File: src/rtl/id_ex_operand_stage_pkg.sv
// Shared constants and types for the ID/EX operand stage: RV32I major opcodes,
// ALU control codes and the operand / forwarding select encodings.
package id_ex_operand_stage_pkg;

  localparam logic [6:0] OPC_OP     = 7'b0110011;
  localparam logic [6:0] OPC_OP_IMM = 7'b0010011;
  localparam logic [6:0] OPC_LOAD   = 7'b0000011;
  localparam logic [6:0] OPC_STORE  = 7'b0100011;
  localparam logic [6:0] OPC_LUI    = 7'b0110111;
  localparam logic [6:0] OPC_AUIPC  = 7'b0010111;
  localparam logic [6:0] OPC_JAL    = 7'b1101111;
  localparam logic [6:0] OPC_JALR   = 7'b1100111;
  localparam logic [6:0] OPC_BRANCH = 7'b1100011;

  // ALU codes are {funct7[5], funct3} for the register-register ops
  localparam logic [3:0] ALU_ADD  = 4'b0000;
  localparam logic [3:0] ALU_SLL  = 4'b0001;
  localparam logic [3:0] ALU_SLT  = 4'b0010;
  localparam logic [3:0] ALU_SLTU = 4'b0011;
  localparam logic [3:0] ALU_XOR  = 4'b0100;
  localparam logic [3:0] ALU_SRL  = 4'b0101;
  localparam logic [3:0] ALU_OR   = 4'b0110;
  localparam logic [3:0] ALU_AND  = 4'b0111;
  localparam logic [3:0] ALU_SUB  = 4'b1000;
  localparam logic [3:0] ALU_LUI  = 4'b1001;
  localparam logic [3:0] ALU_SRA  = 4'b1101;

  typedef enum logic [1:0] {FWD_REG, FWD_MEM, FWD_WB} fwd_sel_e;
  typedef enum logic [1:0] {SRC1_RS1, SRC1_PC, SRC1_ZERO} src1_sel_e;
  typedef enum logic [1:0] {SRC2_RS2, SRC2_IMM, SRC2_FOUR} src2_sel_e;

  // Branch compare code: equality tests use SUB, signed/unsigned compares use SLT/SLTU
  function automatic logic [3:0] branch_alu_ctrl(input logic [2:0] funct3);
    logic [3:0] ctrl;
    ctrl = ALU_SUB;
    if (funct3[2]) begin
      ctrl = funct3[1] ? ALU_SLTU : ALU_SLT;
    end
    return ctrl;
  endfunction

endpackage

File: src/rtl/id_ex_operand_stage_alu_ctrl_decode.sv
// Combinational decode of opcode/funct fields into ALU control, operand
// selects, register usage and write-back attributes.
module alu_ctrl_decode
  import id_ex_operand_stage_pkg::*;
(
  input  logic [6:0] opcode,
  input  logic [2:0] funct3,
  input  logic       funct7_5,
  output logic [3:0] alu_ctrl,
  output src1_sel_e  src1_sel,
  output src2_sel_e  src2_sel,
  output logic       uses_rs1,
  output logic       uses_rs2,
  output logic       wen,
  output logic       is_load,
  output logic       legal
);

  always_comb begin
    alu_ctrl = ALU_ADD;
    src1_sel = SRC1_RS1;
    src2_sel = SRC2_RS2;
    uses_rs1 = 1'b0;
    uses_rs2 = 1'b0;
    wen      = 1'b0;
    is_load  = 1'b0;
    legal    = 1'b1;
    unique case (opcode)
      OPC_OP: begin
        alu_ctrl = {funct7_5, funct3};
        uses_rs1 = 1'b1;
        uses_rs2 = 1'b1;
        wen      = 1'b1;
      end
      // Only the shift-right group uses funct7[5] as an opcode bit for immediates
      OPC_OP_IMM: begin
        alu_ctrl = {(funct3 == 3'b101) ? funct7_5 : 1'b0, funct3};
        src2_sel = SRC2_IMM;
        uses_rs1 = 1'b1;
        wen      = 1'b1;
      end
      OPC_LOAD: begin
        src2_sel = SRC2_IMM;
        uses_rs1 = 1'b1;
        wen      = 1'b1;
        is_load  = 1'b1;
      end
      OPC_STORE: begin
        src2_sel = SRC2_IMM;
        uses_rs1 = 1'b1;
        uses_rs2 = 1'b1;
      end
      OPC_LUI: begin
        alu_ctrl = ALU_LUI;
        src1_sel = SRC1_ZERO;
        src2_sel = SRC2_IMM;
        wen      = 1'b1;
      end
      OPC_AUIPC: begin
        src1_sel = SRC1_PC;
        src2_sel = SRC2_IMM;
        wen      = 1'b1;
      end
      OPC_JAL: begin
        src1_sel = SRC1_PC;
        src2_sel = SRC2_FOUR;
        wen      = 1'b1;
      end
      // The link value is pc+4, but the jump target still needs rs1
      OPC_JALR: begin
        src1_sel = SRC1_PC;
        src2_sel = SRC2_FOUR;
        uses_rs1 = 1'b1;
        wen      = 1'b1;
      end
      OPC_BRANCH: begin
        alu_ctrl = branch_alu_ctrl(funct3);
        uses_rs1 = 1'b1;
        uses_rs2 = 1'b1;
      end
      default: begin
        legal = 1'b0;
      end
    endcase
  end

endmodule

File: src/rtl/id_ex_operand_stage.sv
// ID/EX pipeline register feeding the ALU: captures decoded fields, resolves
// load-use hazards, and forwards EX/MEM and MEM/WB results into the operands.
module id_ex_operand_stage
  import id_ex_operand_stage_pkg::*;
#(
  parameter int XLEN   = 32,
  parameter int REG_AW = 5
) (
  input  logic              clk,
  input  logic              rst_n,
  input  logic              stall_in,
  input  logic              flush,
  input  logic              id_valid,
  input  logic [XLEN-1:0]   id_pc,
  input  logic [6:0]        id_opcode,
  input  logic [2:0]        id_funct3,
  input  logic              id_funct7_5,
  input  logic [REG_AW-1:0] id_rs1,
  input  logic [REG_AW-1:0] id_rs2,
  input  logic [REG_AW-1:0] id_rd,
  input  logic [XLEN-1:0]   id_rs1_data,
  input  logic [XLEN-1:0]   id_rs2_data,
  input  logic [XLEN-1:0]   id_imm,
  input  logic [REG_AW-1:0] mem_rd,
  input  logic              mem_wen,
  input  logic [XLEN-1:0]   mem_result,
  input  logic [REG_AW-1:0] wb_rd,
  input  logic              wb_wen,
  input  logic [XLEN-1:0]   wb_data,
  output logic              hazard_stall,
  output logic              ex_valid,
  output logic [XLEN-1:0]   ex_pc,
  output logic [3:0]        alu_ctrl,
  output logic [XLEN-1:0]   src1,
  output logic [XLEN-1:0]   src2,
  output logic [XLEN-1:0]   ex_store_data,
  output logic [REG_AW-1:0] ex_rd,
  output logic              ex_wen,
  output logic              ex_is_load
);

  logic [3:0] dec_alu_ctrl;
  src1_sel_e  dec_src1_sel;
  src2_sel_e  dec_src2_sel;
  logic       dec_uses_rs1;
  logic       dec_uses_rs2;
  logic       dec_wen;
  logic       dec_is_load;
  logic       dec_legal;

  alu_ctrl_decode u_decode (
    .opcode   (id_opcode),
    .funct3   (id_funct3),
    .funct7_5 (id_funct7_5),
    .alu_ctrl (dec_alu_ctrl),
    .src1_sel (dec_src1_sel),
    .src2_sel (dec_src2_sel),
    .uses_rs1 (dec_uses_rs1),
    .uses_rs2 (dec_uses_rs2),
    .wen      (dec_wen),
    .is_load  (dec_is_load),
    .legal    (dec_legal)
  );

  logic              valid_q,    valid_d;
  logic [XLEN-1:0]   pc_q,       pc_d;
  logic [3:0]        ctrl_q,     ctrl_d;
  src1_sel_e         src1_sel_q, src1_sel_d;
  src2_sel_e         src2_sel_q, src2_sel_d;
  logic [REG_AW-1:0] rs1_q,      rs1_d;
  logic [REG_AW-1:0] rs2_q,      rs2_d;
  logic [XLEN-1:0]   rs1_val_q,  rs1_val_d;
  logic [XLEN-1:0]   rs2_val_q,  rs2_val_d;
  logic [XLEN-1:0]   imm_q,      imm_d;
  logic [REG_AW-1:0] rd_q,       rd_d;
  logic              wen_q,      wen_d;
  logic              is_load_q,  is_load_d;

  // A load in EX whose result is needed by the instruction in ID cannot be
  // forwarded in time; a flush makes the ID instruction irrelevant anyway.
  always_comb begin
    hazard_stall = 1'b0;
    if (!flush && valid_q && is_load_q && (rd_q != '0) && id_valid) begin
      hazard_stall = (dec_uses_rs1 && (id_rs1 == rd_q)) ||
                     (dec_uses_rs2 && (id_rs2 == rd_q));
    end
  end

  always_comb begin
    valid_d    = valid_q;
    pc_d       = pc_q;
    ctrl_d     = ctrl_q;
    src1_sel_d = src1_sel_q;
    src2_sel_d = src2_sel_q;
    rs1_d      = rs1_q;
    rs2_d      = rs2_q;
    rs1_val_d  = rs1_val_q;
    rs2_val_d  = rs2_val_q;
    imm_d      = imm_q;
    rd_d       = rd_q;
    wen_d      = wen_q;
    is_load_d  = is_load_q;
    if (stall_in) begin
      valid_d = valid_q;
    end else if (flush || hazard_stall || !dec_legal) begin
      valid_d    = 1'b0;
      pc_d       = '0;
      ctrl_d     = ALU_ADD;
      src1_sel_d = SRC1_RS1;
      src2_sel_d = SRC2_RS2;
      rs1_d      = '0;
      rs2_d      = '0;
      rs1_val_d  = '0;
      rs2_val_d  = '0;
      imm_d      = '0;
      rd_d       = '0;
      wen_d      = 1'b0;
      is_load_d  = 1'b0;
    end else begin
      valid_d    = id_valid;
      pc_d       = id_pc;
      ctrl_d     = dec_alu_ctrl;
      src1_sel_d = dec_src1_sel;
      src2_sel_d = dec_src2_sel;
      rs1_d      = id_rs1;
      rs2_d      = id_rs2;
      imm_d      = id_imm;
      rd_d       = id_rd;
      wen_d      = dec_wen && id_valid;
      is_load_d  = dec_is_load && id_valid;
      // The register file is written on this same edge, so its read data is stale
      rs1_val_d  = (wb_wen && (wb_rd != '0) && (wb_rd == id_rs1)) ? wb_data : id_rs1_data;
      rs2_val_d  = (wb_wen && (wb_rd != '0) && (wb_rd == id_rs2)) ? wb_data : id_rs2_data;
    end
  end

  always_ff @(posedge clk or negedge rst_n) begin
    if (!rst_n) begin
      valid_q    <= 1'b0;
      pc_q       <= '0;
      ctrl_q     <= ALU_ADD;
      src1_sel_q <= SRC1_RS1;
      src2_sel_q <= SRC2_RS2;
      rs1_q      <= '0;
      rs2_q      <= '0;
      rs1_val_q  <= '0;
      rs2_val_q  <= '0;
      imm_q      <= '0;
      rd_q       <= '0;
      wen_q      <= 1'b0;
      is_load_q  <= 1'b0;
    end else begin
      valid_q    <= valid_d;
      pc_q       <= pc_d;
      ctrl_q     <= ctrl_d;
      src1_sel_q <= src1_sel_d;
      src2_sel_q <= src2_sel_d;
      rs1_q      <= rs1_d;
      rs2_q      <= rs2_d;
      rs1_val_q  <= rs1_val_d;
      rs2_val_q  <= rs2_val_d;
      imm_q      <= imm_d;
      rd_q       <= rd_d;
      wen_q      <= wen_d;
      is_load_q  <= is_load_d;
    end
  end

  function automatic fwd_sel_e fwd_pick(
    input logic [REG_AW-1:0] rs,
    input logic              m_wen,
    input logic [REG_AW-1:0] m_rd,
    input logic              w_wen,
    input logic [REG_AW-1:0] w_rd
  );
    fwd_sel_e sel;
    sel = FWD_REG;
    if (m_wen && (m_rd != '0) && (m_rd == rs)) begin
      sel = FWD_MEM;
    end else if (w_wen && (w_rd != '0) && (w_rd == rs)) begin
      sel = FWD_WB;
    end
    return sel;
  endfunction

  fwd_sel_e        fwd1_sel;
  fwd_sel_e        fwd2_sel;
  logic [XLEN-1:0] rs1_fwd;
  logic [XLEN-1:0] rs2_fwd;

  // The younger EX/MEM result takes precedence over MEM/WB for the same register
  always_comb begin
    fwd1_sel = fwd_pick(rs1_q, mem_wen, mem_rd, wb_wen, wb_rd);
    fwd2_sel = fwd_pick(rs2_q, mem_wen, mem_rd, wb_wen, wb_rd);
    unique case (fwd1_sel)
      FWD_MEM: rs1_fwd = mem_result;
      FWD_WB:  rs1_fwd = wb_data;
      default: rs1_fwd = rs1_val_q;
    endcase
    unique case (fwd2_sel)
      FWD_MEM: rs2_fwd = mem_result;
      FWD_WB:  rs2_fwd = wb_data;
      default: rs2_fwd = rs2_val_q;
    endcase
  end

  always_comb begin
    unique case (src1_sel_q)
      SRC1_PC:   src1 = pc_q;
      SRC1_ZERO: src1 = '0;
      default:   src1 = rs1_fwd;
    endcase
    unique case (src2_sel_q)
      SRC2_IMM:  src2 = imm_q;
      SRC2_FOUR: src2 = XLEN'(32'd4);
      default:   src2 = rs2_fwd;
    endcase
  end

  assign ex_store_data = rs2_fwd;
  assign ex_valid      = valid_q;
  assign ex_pc         = pc_q;
  assign alu_ctrl      = ctrl_q;
  assign ex_rd         = rd_q;
  assign ex_wen        = wen_q;
  assign ex_is_load    = is_load_q;

endmodule
File: config.mk
export PLATFORM = sky130hd
export DESIGN_NAME = id_ex_operand_stage
export DESIGN_NICKNAME = d
export VERILOG_FILES = /design/src/rtl/id_ex_operand_stage_pkg.sv /design/src/rtl/id_ex_operand_stage_alu_ctrl_decode.sv /design/src/rtl/id_ex_operand_stage.sv
export SDC_FILE = /design/constraint.sdc
export NUM_CORES = 1
export LEC_CHECK = 0
export BUFFER_PORTS_ARGS = -buffer_cell sky130_fd_sc_hd__buf_2
export CAP_MARGIN = 40
export CELL_PAD_IN_SITES_DETAIL_PLACEMENT = 1
export CELL_PAD_IN_SITES_GLOBAL_PLACEMENT = 2
export CORE_MARGIN = 1.5
export CORE_UTILIZATION = 25
export DETAILED_ROUTE_END_ITERATION = 12
export PLACE_DENSITY = 0.85
export RECOVER_POWER = 50
export SLEW_MARGIN = 25
export SYNTH_ARGS = -nofsm -noshare
export SYNTH_HDL_FRONTEND = slang
export SYNTH_SLANG_ARGS = --single-unit
File: constraint.sdc
create_clock -name clk -period 6.1 [get_ports clk]
set_input_delay 0.61 -clock clk [delete_from_list [all_inputs] [get_ports clk]]
set_output_delay 0.61 -clock clk [all_outputs]
set_load 0.02 [all_outputs]
Word-level counts from Yosys, hierarchy flattened --
Cells that the tools add are included.
Storage, ports and cells: flip-flop bits (word level) 154, input bits 235
Operators by class: equal/unequal tests 26, muxes and demuxes 35, reductions and logical operators 31
Operators by type and width (count):
- 32-bit case mux with 2 select lines | 4
- 32-bit 2-to-1 mux | 6
- 5-bit equality test | 8
- 7-bit by 6-bit equality test with 1-bit output, second input constant | 3
- 7-bit equality test, second input constant | 3
- 1-bit logical AND | 16
- 4-bit case mux with 4 select lines | 1
- 5-bit 2-to-1 mux | 3
- 5-bit nonzero test | 3
- 7-bit by 5-bit equality test with 1-bit output, second input constant | 2
- 2-bit 2-to-1 mux | 6
- 1-bit 2-to-1 mux | 11
- 9-bit OR reduction | 1
- 2-bit by 1-bit equality test with 1-bit output, second input constant | 4
- 2-bit equality test, second input constant | 4
- 4-bit 2-to-1 mux | 2
- 2-bit case mux with 2 select lines | 2
- 7-bit by 2-bit equality test with 1-bit output, second input constant | 1
- 7-bit OR reduction | 1
- 3-bit OR reduction | 2
- 6-bit OR reduction | 1
- 5-bit OR reduction | 1
- 3-bit equality test, second input constant | 1
- 1-bit logical OR | 3
- other kinds (2) | 3

Longest topological paths before layout --
Gate-level depths: netlist of the first run.
depth in word-level cells 9, depth in mapped cells 10, mapped depth without buffers 6

Cells and area by module --
Synthesis of the first run repeated with hierarchy kept, for this count alone.
Unflattened totals: cells, all modules 981, area, all modules 9447.8 µm²
Modules (own cells, without submodules):
- id_ex_operand_stage | times used 1, cells an instance 934, area each 9177.6 µm²
- alu_ctrl_decode | times used 1, cells an instance 47, area each 270.3 µm²

Worst setup path before layout of the first run --
OpenSTA, ideal clock, no wires.
path type input to output, start input port wb_rd[1], end output port src2[23], arrival 2.696 ns, required time 5.490 ns, setup slack 2.794 ns, cell stages on the path 8, buffers on the path 2, cells stage by stage clkbuf_1 or4_1 o21a_1 nand3_1 buf_2 nand2_1 a31oi_1 a22o_1
On the way: word-level cells in the longest chain between the ends 8
RTL lines:
- start: declaration | RTL line id_ex_operand_stage.sv:27 | input logic [REG_AW-1:0] wb_rd,
- 5-bit nonzero test | RTL line id_ex_operand_stage.sv:180 | end else if (w_wen && (w_rd != '0) && (w_rd == rs)) begin
- 1-bit logical AND | RTL line id_ex_operand_stage.sv:180
- 1-bit logical AND * | RTL line id_ex_operand_stage.sv:180
- 2-bit 2-to-1 mux * | RTL line id_ex_operand_stage.sv:180
- 2-bit 2-to-1 mux * | RTL line id_ex_operand_stage.sv:178 | if (m_wen && (m_rd != '0) && (m_rd == rs)) begin
- 2-bit equality test / 2-bit by 1-bit equality test with 1-bit output (equally long branches) | RTL line id_ex_operand_stage.sv:200 | unique case (fwd2_sel)
- 32-bit case mux with 2 select lines * | RTL line id_ex_operand_stage.sv:200
- named net ex_store_data[23] | RTL line id_ex_operand_stage.sv:36 | output logic [XLEN-1:0] ex_store_data,
- 32-bit case mux with 2 select lines * | RTL line id_ex_operand_stage.sv:213 | unique case (src2_sel_q)
- end: declaration | RTL line id_ex_operand_stage.sv:35 | output logic [XLEN-1:0] src2,
The timed path passes the listed nets; every way through them passes the cells marked *.

==> results.toml, run 1 <==
[pwr]
power-per-cell-area_nw_per_um2 = 214
power_w = 0.00251
p_leak_nw = 5.39
vdd_drop_max_mv = 0.197

[timing]
setup-violations-final = 0
max_slew.worst_pin.slew_ns = 3.14
hold_ws_ns = 0.376
drv_slew = 84
relSlewSlack = -1.09
fin_crit_ns = 4.17
skew_ns = 0.0111
timing.final.crit_share = 0.683
tns_ns = 0
rsz0062_at_grt = "false"
fmax_mhz = 240
hold_viol_final = 0
setup_slack_ns = 1.93

[global_route]
track_usage = 0.216
grt_overflow = 0
antenna_found_initial = 9
grt_max_degree = 71
grt_pass1_wl_microns = 58600
grt_pass1_vias = 9559

[synthesis]
synth_area_leaders = "dfrtp_1 44%, a22o_1 11%, nand2_1 10%"
syn_nets = 1204
synth_cells = 966
synth_seq_area_share = 0.441
ys_warn_count = 0
post_synth_num_cell_types = 44
synth-async-reset-ratio = 1.00
synth_ff_type = "dfrtp_1"
syn_area_sq_um = 8740
synth_seq_cells = 154
synth_top_area_cell = "dfrtp_1"
yosys.area.top_type_share = 0.441
synth_edf_count = 0
avgSynthCellArea_sq_um = 9.04

[routing]
wl_met3_microns = 2470
wl_met2_microns = 19000
viasPerCell = 5.16
wl_per_cell_microns = 22.0
via_count = 9090
postRouteAntennaNets = 0
wirelength_microns = 38900
highest_layer = "met5"
drc_errors = 0
drt_pass1_iterations = 5
drt_iter0_drc = 362
routedLengthMet1_microns = 16600

[run_status]
violations = "capacitance limit, slew limit"
outcome = "finished with violations"

[run]
max_cap_violations = 2

[layout]
synthToLayoutAreaGrowth_pct = 33.9
layout.nets = 1529
layout-drive-gt1-share = 0.300

[placed_design]
dp_slack_ns = 1.95
port_buffers = 375
dpl.hpwl_microns = 28400
gp_congestion = 0.883

[floorplanning]
ios = 376
rows = 68
dieArea_sq_um = 36100
fp.dieW_microns = 190
core_area_sq_um = 34500
die_h_microns = 190
initial_core_util = 0.254

[cts]
postCtsHoldBufs = 0
clk_pin_slew_ns = 0.07
cts_tree = "yes"
cts_setup_buffers = 0
cts.sinks = 154
cts_buffers = 17
cts-root-buf = "clkbuf_16"
clock_latency_ns = 0.45
clock_path_buffers = 2
cts_resized = 0
htree_levels = 4

[worst_setup_path]
reg2reg_from = "ex_rd[1]"
crit_path_end_kind = "asynchronous set/reset pin"
crit_fanout = 53
crit_arrival_ns = 4.49
rr_endpoint = "imm_q[14]"
critPathLaunchType = "input pin"
path_class = "in -> async"
crit_required_ns = 6.42
reg2regPathDepth = 7
r2r_slack_ns = 2.39

[hold_path]
hp-start = "id_pc[22]"
min_to = "ex_pc[22]"
hold_class = "in -> reg"
hold_path_depth = 2
cell usage after synthesis, types with 2 or more instances:
cell,number
nor4_2,2
a41oi_1,32
xor2_1,17
dfrtp_1,154
a31oi_1,34
nand2b_1,2
clkbuf_2,2
ha_1,3
nand3b_1,2
a32o_1,5
nor2b_1,3
a21oi_1,36
nor3_1,2
mux2i_1,66
nand2_1,232
nand4_1,3
a21o_1,2
clkbuf_1,55
nand3_1,6
xnor2_1,23
buf_2,26
nor4_1,5
inv_1,3
buf_6,5
o21ai_0,73
or4_1,4
nor2_1,42
a22o_1,111
area by class of cell:
type | instances | area [sq um]
antenna | 6 | 15.0
clock buffer | 23 | 488
clock inverter | 7 | 115
fill | 4184 | 22800
inverter | 3 | 11.3
multi-input combinational | 720 | 4520
sequential | 154 | 3850
tap | 455 | 569
timing repair buffer | 395 | 2130
cell usage in the layout, fill, tap and decap left out, types with 34 or more instances in the layout:
cell type  instances
buf_2            329
clkbuf_1          49
dfrtp_1          154
a31oi_1           34
a22o_1           111
mux2i_1           66
a21oi_1           37
nor2_1            41
nand2_1          232
o21ai_0           73
worst max-delay path: stages:
cell and delay, ns:
clkbuf_1 2.18, clkbuf_1 0.51, clkbuf_2 1.09
metal layers:
| metal | vias up | GRT usage |
|---|---|---|
| li1 | 4150 | - |
| met1 | 4535 | 0.271 |
| met2 | 338 | 0.360 |
| met3 | 63 | 0.0540 |
| met4 | 4 | 0.0705 |
| met5 | - | 0 |
sequential cells by signal (all words and copies together), names as in the netlist:
| name | count |
|---|---|
| alu_ctrl | 4 |
| ex_is_load | 1 |
| ex_pc | 32 |
| ex_rd | 5 |
| ex_valid | 1 |
| ex_wen | 1 |
| imm_q | 32 |
| rs1_q | 5 |
| rs1_val_q | 32 |
| rs2_q | 5 |
| rs2_val_q | 32 |
| src1_sel_q | 2 |
| src2_sel_q | 2 |
metrics by stage:
stage	util	area [sq um]	std cells
after floorplan	-	8740	966
after global placement	0.317	10900	1717
after detailed placement	0.324	11200	1726
after CTS	0.341	11800	1756
after global routing	0.339	11700	1759
final	0.339	11700	1763
logic make-up after synthesis:
family,synth area share
XOR/XNOR,0.0401
multiplexers,0.0756
buffers and inverters,0.0478
AND/OR/NAND/NOR,0.146
adder cells (fa/ha/maj),0.00430
AO/OA/AOI/OAI,0.245
flip-flops,0.441
power breakdown:
group	total [W]	internal, W	switching [W]
logic	0.000324	0.000126	0.000199
clock network	0.00113	0.000682	0.000451
registers	0.00105	0.00104	0.0000121
worst max path at each step:
stage	startpoint	to	slack, ns	cells past startpoint
final	rst_n	rs1_val_q[30]	1.93	3
after global routing	rst_n	rs2_val_q[23]	1.20	3
after global placement	mem_rd[0]	src2[13]	1.96	9
after detailed placement	mem_rd[0]	src2[7]	1.95	9
after floorplan	wb_rd[1]	src2[23]	2.79	8
after CTS	mem_rd[0]	src2[7]	1.95	9
Note: power is estimated with default switching activity, not from simulation.
==> run 2: changes to the inputs <==
Clock period 6.1 ns to 4.05 ns, I/O delays scaled along.
==> results.toml, run 2 (synthesized netlist as in run 1, its figures left out) <==
[worst_setup_path]
worst_path_max_delay_cell = "nand3_2"
crit_arrival_ns = 3.19
crit_path_end_kind = "primary output"
critPathMaxStageDelay_ns = 0.62
path_cells = "xor2_1 -> nor4_1 -> nand3_2 -> buf_4 -> nand2_1 -> a31oi_1 -> a22o_1 -> buf_2"
crit_required_ns = 3.64
crit_fanout = 22
path_class = "reg -> out"
critPathLaunchType = "flop"

[layout]
final_cells = 1762
layout.nets = 1529
final_common_cell = "buf_2"
layout_common_cells = "329 x buf_2, 232 x nand2_1, 154 x dfrtp_1, 111 x a22o_1, 73 x o21ai_0"
synthToLayoutAreaGrowth_pct = 33.9
layout-drive-gt1-share = 0.302
nFillCells = 4147

[hold_path]
hold_class = "in -> reg"

[timing]
fin_crit_ns = 3.60
setup_slack_ns = 0.455
relSlewSlack = -0.421
tns_ns = 0
setup-violations-final = 0
drv_slew = 116
fmax_mhz = 278
hold_viol_final = 0
max_slew.worst_pin.slew_ns = 2.13
hold_ws_ns = 0.175
skew_ns = 0.0123
timing.final.crit_share = 0.888
rsz0062_at_grt = "false"

[floorplanning]
initial_core_util = 0.254
dieArea_sq_um = 36100
die_h_microns = 190
ios = 376
core_area_sq_um = 34500
fp.dieW_microns = 190
rows = 68

[cts]
clock_path_buffers = 2
cts_setup_buffers = 0
cts_buffers = 17
cts.sinks = 154
cts_resized = 0
clk_pin_slew_ns = 0.07
clock_latency_ns = 0.44
postCtsHoldBufs = 0
cts_tree = "yes"
cts-root-buf = "clkbuf_16"
htree_levels = 4

[routing]
via_count = 9004
drt_pass1_iterations = 5
highest_layer = "met5"
wirelength_microns = 38300
drc_errors = 0
wl_met2_microns = 18600
wl_met3_microns = 2800
routedLengthMet1_microns = 16000
wl_per_cell_microns = 21.7
viasPerCell = 5.11
drt_iter0_drc = 358
postRouteAntennaNets = 0

[placed_design]
port_buffers = 375
dpl.hpwl_microns = 27400
gp_congestion = 0.838
dp_slack_ns = 0.763
placed_cells = 1726

[global_route]
antenna_found_initial = 9
grt_overflow = 0
grt_pass1_wl_microns = 57200
track_usage = 0.210
grt_pass1_vias = 9538
grt_max_degree = 80

[run_status]
violations = "capacitance limit, slew limit"
outcome = "finished with violations"

[pwr]
vdd_drop_max_mv = 0.290
p_leak_nw = 5.41
power_w = 0.00386
power-per-cell-area_nw_per_um2 = 330

[run]
max_cap_violations = 2
[run 2: changes by cell type in the layout (fill, tap and decap cells not counted)]
cell,previous run,this run
clkinv_4,0,4
clkbuf_2,2,1
clkbuf_1,49,46
buf_16,7,4
bufinv_16,3,5
clkbuf_8,4,1
clkinvlp_4,2,0
buf_4,8,14
buf_12,2,3
diode_2,6,4
[run 2: through the flow]
stage           util  area [sq um]
2_1_floorplan      -          8740
3_3_place_gp   0.319         11000
3_5_place_dp   0.322         11100
4_1_cts        0.340         11700
5_1_grt        0.339         11700
6_report       0.339         11700
[run 2: layer usage]
metal  global-route usage  vias up
li1                     -     4149
met4               0.0647        8
met2                0.359      322
met3               0.0635       66
met1                0.253     4459
met5                    0        -
[run 2: final cells by class]
class	instances	area [sq um]	area share
multi-input combinational	720	4520	0.386
sequential	154	3850	0.329
timing repair buffer	395	2090	0.179
tap	455	569	0.0487
clock buffer	20	447	0.0382
clock inverter	11	195	0.0167
inverter	3	11.3	0.000963
antenna	4	10.0	0.000856
[run 2: path summary, 6_finish.rpt]
check / from / endpoint / slack [ns] / depth (start not counted)
hold / removal: id_pc[5] / ex_pc[5] / 0.18 / 2
setup reg to reg: ex_rd[1] / src1_sel_q[0] / 0.72 / 6
setup / recovery: rs2_q[2] / src2[19] / 0.45 / 8
min in group asynchronous: rst_n / alu_ctrl[3] / 0.54 / 1
max in group asynchronous: rst_n / imm_q[9] / 2.18 / 2
hold reg to reg: rs1_val_q[15] / rs1_val_q[15] / 0.48 / 2
[run 2: where the power goes]
part	internal (W)	leakage (nW)	switching (W)	total, W
combinational	0.000192	2.95	0.000296	0.000488
clock	0.00111	0.314	0.000689	0.00180
sequential	0.00156	2.14	0.0000183	0.00158
total	0.00286	5.41	0.00100	0.00386
[run 2: worst max-delay path, delay by kind of cell (launching register included)]
family | cells | cell delay [ns]
AOI/OAI and AO/OA | 2 | 0.38
xor gates and xnor gates | 1 | 0.18
buffers and inverters | 2 | 0.60
DFF | 1 | 0.43
and+or+nand+nor | 3 | 1.15
